<file path="config.mk">
export PLATFORM = sky130hd
export DESIGN_NAME = the_wrapper_file
export DESIGN_NICKNAME = d
export VERILOG_FILES = /design/src/rtl/the_wrapper_file.sv
export SDC_FILE = /design/constraint.sdc
export NUM_CORES = 2
export LEC_CHECK = 0
export CAP_MARGIN = 20
export CORE_UTILIZATION = 30
export DETAILED_ROUTE_END_ITERATION = 10
export SETUP_SLACK_MARGIN = 0.3
export SLEW_MARGIN = 20
export SYNTH_ARGS = -nofsm -noshare
export SYNTH_HDL_FRONTEND = slang
export SYNTH_SLANG_ARGS = --single-unit
</file>
<file path="constraint.sdc">
create_clock -name HCLK -period 3.3 [get_ports HCLK]
set_input_delay 0.825 -clock HCLK [delete_from_list [all_inputs] [get_ports HCLK]]
set_output_delay 0.825 -clock HCLK [all_outputs]
set_load 0.005 [all_outputs]
</file>
<file path="src/rtl/the_wrapper_file.sv">
// AHB-Lite slave around a four-block, 128-bit-key rotate/XOR cipher engine.
// The host loads mode, key and a 16-word input buffer. A write to the last input word starts the engine.
module the_wrapper_file (
    input  logic        HCLK,
    input  logic        HRESETn,
    input  logic        HSELx,
    input  logic [31:0] HADDR,
    input  logic [31:0] HWDATA,
    input  logic [2:0]  HBURST,
    input  logic [3:0]  HPROT,
    input  logic [2:0]  HSIZE,
    input  logic [1:0]  HTRANS,
    input  logic        HWRITE,
    output logic [31:0] HRDATA,
    output logic        HREADY,
    output logic [1:0]  HRESP
);
    localparam int unsigned DW     = 32;
    localparam int unsigned BW     = 128;
    localparam int unsigned NWORDS = 16;
    localparam int unsigned NKEY   = 4;
    localparam int unsigned ROT    = 8;

    localparam logic [5:0] IDX_STATUS  = 6'd0;
    localparam logic [5:0] IDX_ENC     = 6'd1;
    localparam logic [5:0] IDX_DEC     = 6'd2;
    localparam logic [5:0] IDX_LAST_IN = 6'd31;

    typedef enum logic {ENG_IDLE, ENG_RUN} eng_state_t;

    eng_state_t    state_q;
    logic [DW-1:0] key_q [NKEY];
    logic [DW-1:0] in_q  [NWORDS];
    logic [DW-1:0] out_q [NWORDS];
    logic          mode_q;
    logic          busy_q;
    logic          done_q;
    logic [1:0]    blk_q;
    logic          wr_pend_q;
    logic [5:0]    wr_idx_q;

    logic          addr_valid_c;
    logic [5:0]    addr_idx_c;
    logic [DW-1:0] rd_data_c;
    logic [BW-1:0] key_c;
    logic [BW-1:0] blk_in_c;
    logic [BW-1:0] mix_c;
    logic [BW-1:0] blk_out_c;
    logic          unused_c;

    assign HREADY       = 1'b1;
    assign HRESP        = 2'b00;
    assign addr_valid_c = HSELx & HTRANS[1];
    assign addr_idx_c   = HADDR[7:2];
    assign unused_c     = ^{HBURST, HPROT, HSIZE, HADDR[31:8], HADDR[1:0], HTRANS[0]};

    // Register read mux, indexed by word address
    always_comb begin
        rd_data_c = '0;
        if (addr_idx_c == IDX_STATUS)
            rd_data_c = {29'd0, mode_q, done_q, busy_q};
        else if (addr_idx_c[5:2] == 4'd1)
            rd_data_c = key_q[addr_idx_c[1:0]];
        else if (addr_idx_c[5:4] == 2'd1)
            rd_data_c = in_q[addr_idx_c[3:0]];
        else if (addr_idx_c[5:4] == 2'd2)
            rd_data_c = out_q[addr_idx_c[3:0]];
    end

    // Buffers are write-protected while busy, so the engine reads them live instead of from a snapshot
    always_comb begin
        key_c     = {key_q[0], key_q[1], key_q[2], key_q[3]};
        blk_in_c  = {in_q[{blk_q, 2'd0}], in_q[{blk_q, 2'd1}],
                     in_q[{blk_q, 2'd2}], in_q[{blk_q, 2'd3}]};
        mix_c     = '0;
        blk_out_c = '0;
        if (mode_q) begin
            mix_c     = {blk_in_c[ROT-1:0], blk_in_c[BW-1:ROT]};
            blk_out_c = mix_c ^ key_c;
        end else begin
            mix_c     = blk_in_c ^ key_c;
            blk_out_c = {mix_c[BW-ROT-1:0], mix_c[BW-1:BW-ROT]};
        end
    end

    always_ff @(posedge HCLK or negedge HRESETn) begin
        if (!HRESETn) begin
            state_q   <= ENG_IDLE;
            mode_q    <= 1'b0;
            busy_q    <= 1'b0;
            done_q    <= 1'b0;
            blk_q     <= 2'd0;
            wr_pend_q <= 1'b0;
            wr_idx_q  <= 6'd0;
            HRDATA    <= '0;
            for (int i = 0; i < int'(NKEY); i++) key_q[i] <= '0;
            for (int i = 0; i < int'(NWORDS); i++) begin
                in_q[i]  <= '0;
                out_q[i] <= '0;
            end
        end else begin
            wr_pend_q <= addr_valid_c & HWRITE;
            if (addr_valid_c) wr_idx_q <= addr_idx_c;
            if (addr_valid_c && !HWRITE) HRDATA <= rd_data_c;

            // Write data phase; configuration is frozen during a run
            if (wr_pend_q && state_q == ENG_IDLE) begin
                if (wr_idx_q == IDX_ENC) mode_q <= 1'b0;
                if (wr_idx_q == IDX_DEC) mode_q <= 1'b1;
                if (wr_idx_q[5:2] == 4'd1) key_q[wr_idx_q[1:0]] <= HWDATA;
                if (wr_idx_q[5:4] == 2'd1) in_q[wr_idx_q[3:0]]  <= HWDATA;
            end

            case (state_q)
                ENG_IDLE: begin
                    if (wr_pend_q && wr_idx_q == IDX_LAST_IN) begin
                        state_q <= ENG_RUN;
                        busy_q  <= 1'b1;
                        done_q  <= 1'b0;
                        blk_q   <= 2'd0;
                    end
                end
                ENG_RUN: begin
                    for (int j = 0; j < 4; j++)
                        out_q[{blk_q, 2'(j)}] <= blk_out_c[BW-1-DW*j -: DW];
                    blk_q <= blk_q + 2'd1;
                    if (blk_q == 2'd3) begin
                        state_q <= ENG_IDLE;
                        busy_q  <= 1'b0;
                        done_q  <= 1'b1;
                    end
                end
                default: state_q <= ENG_IDLE;
            endcase
        end
    end
endmodule

</file>
# [After elaboration in Yosys (flattened, before gate mapping)]
# Cells that the tools add are included.
[classes] n_eq_ne=11 n_reduce_logical=16 n_lt_le_gt_ge=14 add_sub_neg=1 bitwise_logic=13 mux=57
[op_table] cell="$bwmux W512" count=5
[op_table] cell="$bmux W32 S4" count=6
[op_table] cell="$mux W32" count=24
[op_table] cell="$demux W32 S4" count=5
[op_table] cell="$xor A128 B128 Y128" count=2
[op_table] cell="$bwmux W128" count=1
[op_table] cell="$mux W128" count=1
[op_table] cell="$bmux W32 S2" count=1
[op_table] cell="$demux W32 S2" count=1
[op_table] cell="$ge A5 B5 Y1 const B" count=6
[op_table] cell="$not A4 Y5" count=6
[op_table] cell="$lt A5 B1 Y1 const B" count=5
[op_table] cell="$logic_and A1 B1 Y1" count=9
[op_table] cell="$eq A4 B1 Y1 const B" count=2
[op_table] cell="$mux W1" count=8
[op_table] cell="$reduce_and A2 Y1" count=4
[op_table] cell="$eq A6 B1 Y1 const B" count=1
[op_table] cell="$eq A6 B2 Y1 const B" count=1
[op_table] cell="$eq A6 B5 Y1 const B" count=1
[op_table] cell="$ge A3 B3 Y1 const B" count=2
[op_table] cell="$logic_not A6 Y1" count=1
[op_table] cell="$not A2 Y3" count=2
[op_table] cell="$pmux W1 S2" count=3
[op_table] cell="$eq A2 B1 Y1 const B" count=2
[op_table] cell="other kinds (10)" count=13
[word_totals] in_bits=80 regBits=1197 output_inout_bits=35 elab_cells=156

# [Longest topological paths before layout]
[logic_depth] depth_word=10 depth_mapped=9 depth_no_buf=5

# [Worst setup path after synthesis]
# OpenSTA, ideal clock, no wires.
[synth_timing] path_kind="input to register" startpoint="input HADDR[2]" endpoint="register HRDATA[1]" arrival_time_ns=2.376 setup_time_ns=0.134 t_required_ns=3.166 n_path_buf=4 setup_slack_ns=0.790 cell_stages=7 cell_sequence="buf_2 -> buf_6 -> buf_4 -> buf_2 -> mux2_2 -> a2111oi_0 -> o21ai_0"
[synth_between] elab_chain_cells=8 elab_cells_between_ends=16 cone_classes="13 x mux; 2 x bitwise; 1 x reduce/logical"
[synth_rtl] item="from (decl)" line="7" text="input logic [31:0] HADDR,"
[synth_rtl] item="$not A4 Y5 (not written as such)" line="65, 67"
[synth_rtl] item="$bmux W32 S4" line="67" text="rd_data_c = out_q[addr_idx_c[3:0]];"
[synth_rtl] item="$mux W32 (not written as such) (2 in a row)" line="67"
[synth_rtl] item="$mux W32" line="66" text="else if (addr_idx_c[5:4] == 2'd2)"
[synth_rtl] item="$mux W32" line="64" text="else if (addr_idx_c[5:4] == 2'd1)"
[synth_rtl] item="$mux W32" line="62" text="else if (addr_idx_c[5:2] == 4'd1)"
[synth_rtl] item="$mux W32 *" line="60" text="if (addr_idx_c == IDX_STATUS)"
[synth_rtl] item="to (signal assigned)" line="104" text="if (addr_valid_c && !HWRITE) HRDATA <= rd_data_c;"
[synth_rtl] item="to (decl)" line="14" text="output logic [31:0] HRDATA,"
# Every way passes the cells marked *; elsewhere a longest branch is shown, timed or not. The select of a mux whose other input is x is not followed.
# A chain may end at the register's enable or synchronous reset.

# [Final worst setup path]
[layout_timing] startpoint="register HRDATA[5]" endpoint="output HRDATA[5]"
# No word-level cell between the ends.

==> impl_metrics.json <==
{
  "post-synth-top-count-cell": "sky130_fd_sc_hd__mux2_2",
  "min_delay_worst_endpoint": "busy_q",
  "ys_types": 51,
  "synth_area_leader_cell": "sky130_fd_sc_hd__dfrtp_1",
  "num-fill-cells": 19250,
  "clkSlewWorstSetupHoldPaths_ps": 60,
  "syn-instance-count": 4116,
  "fin_worst_skew_ps": 28.7,
  "layout.nets": 4245,
  "synth.top_cell.area_share_pct": 49.2,
  "worstSetupEndpointType": "output pin",
  "ioPinCount": 115,
  "critPathSlowestCell": "sky130_fd_sc_hd__clkdlybuf4s50_1",
  "viasPerCell": 5.27,
  "htree_num_levels": 4,
  "clock_latency_ps": 790,
  "crit_path_cell_trace": "clkdlybuf4s50_1",
  "final_core_utilization_pct": 35.0,
  "grt_max_degree": 128,
  "ys_ff_latch": 1197,
  "post_synth.cell_area_avg_um2": 14.8,
  "grt_first_pass_wirelength_um": 273000,
  "cts_root_buf": "sky130_fd_sc_hd__clkbuf_16",
  "grt_usage_pct": 18.1,
  "hold_path_class": "reg2reg",
  "worst-slew-pin-transition_ps": 900,
  "cp_data_required_time_ps": 2470,
  "run_status": "complete, no violations",
  "path_depth": 1,
  "rows": 164,
  "ys_seq_area_share_pct": 49.2,
  "synth_edf_count": 0,
  "initial_utilization_pct": 30.3,
  "critical_path.startpoint_type": "flip-flop",
  "type_of_the_setup_path_with_the_least_slack": "reg2out",
  "cts_max_path_buffers": 3,
  "routed_wire_length_per_instance_um": 26.5,
  "cts_inserted_buffers": 136,
  "synth_top_flop_cell": "sky130_fd_sc_hd__dfrtp_1",
  "path_max_fanout": 2,
  "cts_tree": "built",
  "arrival_ps": 2090,
  "reg2reg_depth": 5,
  "netlist_area_um2": 60800,
  "netlist_top_cells_area": "sky130_fd_sc_hd__dfrtp_1 (49%), sky130_fd_sc_hd__mux2_2 (22%), sky130_fd_sc_hd__mux4_2 (15%)",
  "final-max-slew-violation-count": 0,
  "power_per_cell_area_nw_per_um2": 718,
  "synthToLayoutAreaGrowth_pct": 15.4,
  "synth_top_cells_by_count": "sky130_fd_sc_hd__mux2_2 (1215), sky130_fd_sc_hd__dfrtp_1 (1197), sky130_fd_sc_hd__mux4_2 (414)",
  "initialDrtViolationCount": 2711,
  "numPortBuffers": 74,
  "fp.coreArea_um2": 201000,
  "irDropWorstVdd_mv": 0.506,
  "final_worst_path_period_share_pct": 88.3,
  "holdPathStages": 1,
  "path_delay_family": "buffers and inverters",
  "layout_min_cycle_time_ps": 2910,
  "ant_nets": 0,
  "multiInputGateArea_um2": 29300,
  "relative_slew_slack_pct": 39.4,
  "drtPass1Iterations": 5,
  "place.detailed.hpwl_um": 122000,
  "die_height_um": 452,
  "cts.sink_count": 1197,
  "critical_path_buf_inv_count": 1,
  "hp-start": "busy_q",
  "setup_viol": 0,
  "global_placement_routability_congestion": 0.824,
  "postSynth.asyncResetShare_pct": 100,
  "drv_cap": 0,
  "timing.final.hold_violations": 0,
  "die_area_um2": 205000,
  "rsz0062_at_grt": "false",
  "overflow": 0,
  "antenna_found_initial": 16,
  "r2r_slack_ps": 500,
  "wire_length_after_detailed_routing_um": 183000,
  "ys_warn_count": 0,
  "chipWidth_um": 452,
  "critical_path.reg2reg.endpoint": "out_q[144]",
  "first_global_vias": 38025,
  "leakage_nw": 30.5,
  "drcViolationCount": 0,
  "r2r-start": "blk_q[0]",
  "critical-path-max-stage-delay_ps": 730,
  "via_count": 36489,
  "final-seq-area_um2": 30000,
  "clock.fmax_ghz": 0.343,
  "finalSetupTns_ps": 0,
  "layout-drive-gt1-share_pct": 51.0
}
-- placed cells by master (no fill, tap or decap), types with 10 or more instances in the layout --
master	count
sky130_fd_sc_hd__clkinv_2	27
sky130_fd_sc_hd__clkbuf_16	142
sky130_fd_sc_hd__clkbuf_1	27
sky130_fd_sc_hd__mux2_2	1215
sky130_fd_sc_hd__nand2_2	10
sky130_fd_sc_hd__o21ai_0	32
sky130_fd_sc_hd__nor2_1	41
sky130_fd_sc_hd__buf_4	118
sky130_fd_sc_hd__a41oi_1	28
sky130_fd_sc_hd__clkbuf_8	19
sky130_fd_sc_hd__xnor2_1	128
sky130_fd_sc_hd__mux4_2	414
sky130_fd_sc_hd__a21oi_1	62
sky130_fd_sc_hd__buf_12	75
sky130_fd_sc_hd__mux2i_1	36
sky130_fd_sc_hd__dfrtp_1	1190
sky130_fd_sc_hd__o21ai_2	98
sky130_fd_sc_hd__nand2_1	221
sky130_fd_sc_hd__o211ai_1	30
sky130_fd_sc_hd__nor3_1	37
sky130_fd_sc_hd__clkdlybuf4s50_1	69
sky130_fd_sc_hd__xor2_1	128
-- cells by family (layout without fill, tap and decap cells) --
kind of cell    after synthesis  count (layout)  synth area share [%]
flops                      1197            1197                  49.2
compound gates              266             266                  3.16
other cells                   2              11                0.0123
xor+xnor                    256             256                  3.69
mux                        1670            1670                  38.5
buf+inv                     364             506                  2.81
fa+ha+maj                     4               4                0.0823
simple gates                357             357                  2.50
-- per-stage QoR --
step	setup slack [ps]	hold slack (ps)	total power, mW	std cells	cell area, µm²
2_1_floorplan	790	441	30.5	4117	60800
3_3_place_gp	209	457	35.2	6678	65800
3_5_place_dp	196	461	35.6	6678	65800
4_1_cts	307	474	50.9	6915	70200
5_1_grt	364	502	52.9	6922	70200
6_report	387	478	50.4	6923	70200
-- how the worst max path moves through the flow --
stage / slack [ps] / startpoint / end
4_1_cts: 310 / HRDATA[14] / HRDATA[14]
2_1_floorplan: 790 / HADDR[2] / HRDATA[1]
3_3_place_gp: 210 / HADDR[6] / HRDATA[28]
3_5_place_dp: 200 / HADDR[6] / HRDATA[28]
5_1_grt: 360 / HRDATA[5] / HRDATA[5]
6_report: 390 / HRDATA[5] / HRDATA[5]
-- flip-flops by register name (all words and copies together) (netlist names) --
register   flops
in_q         512
out_q        512
wr_idx_q       6
key_c        128
wr_pend_q      1
blk_q          2
busy_q         1
done_q         1
HRDATA        32
state_q        1
mode_q         1
-- power breakdown --
part	switching [mW]	internal, mW
logic	7.50	7.80
registers	2.13	17.8
clock network	6.29	8.90
-- area by class of cell --
cell class / instances / share of cell area [%]
Antenna cell: 8 / 0.0285
Clock inverter: 49 / 0.729
Inverter: 3 / 0.0160
Multi-Input combinational cell: 2556 / 41.8
Tap cell: 2656 / 4.73
Sequential cell: 1197 / 42.7
Timing Repair Buffer: 267 / 4.48
Clock buffer: 187 / 5.56
-- what timing repair did --
action                                  4_1_cts  5_1_grt
hold endpoints to repair                     13        0
endpoints found under the setup margin        3        1
setup buffers                                 0        0
pin swaps                                     0        0
hold buffers                                  1        0
resized for setup                             3        1
gates cloned                                  0        0
-- layer usage --
metal	global-route usage (%)	part of all wire (%)	wire (µm)
met3	3.13	4.8	8840
met1	23.6	43	78500
met2	29.8	49	90300
met4	6.78	3.1	5730
met5	0	0.0071	13
Note: power is estimated with default switching activity, not from simulation.
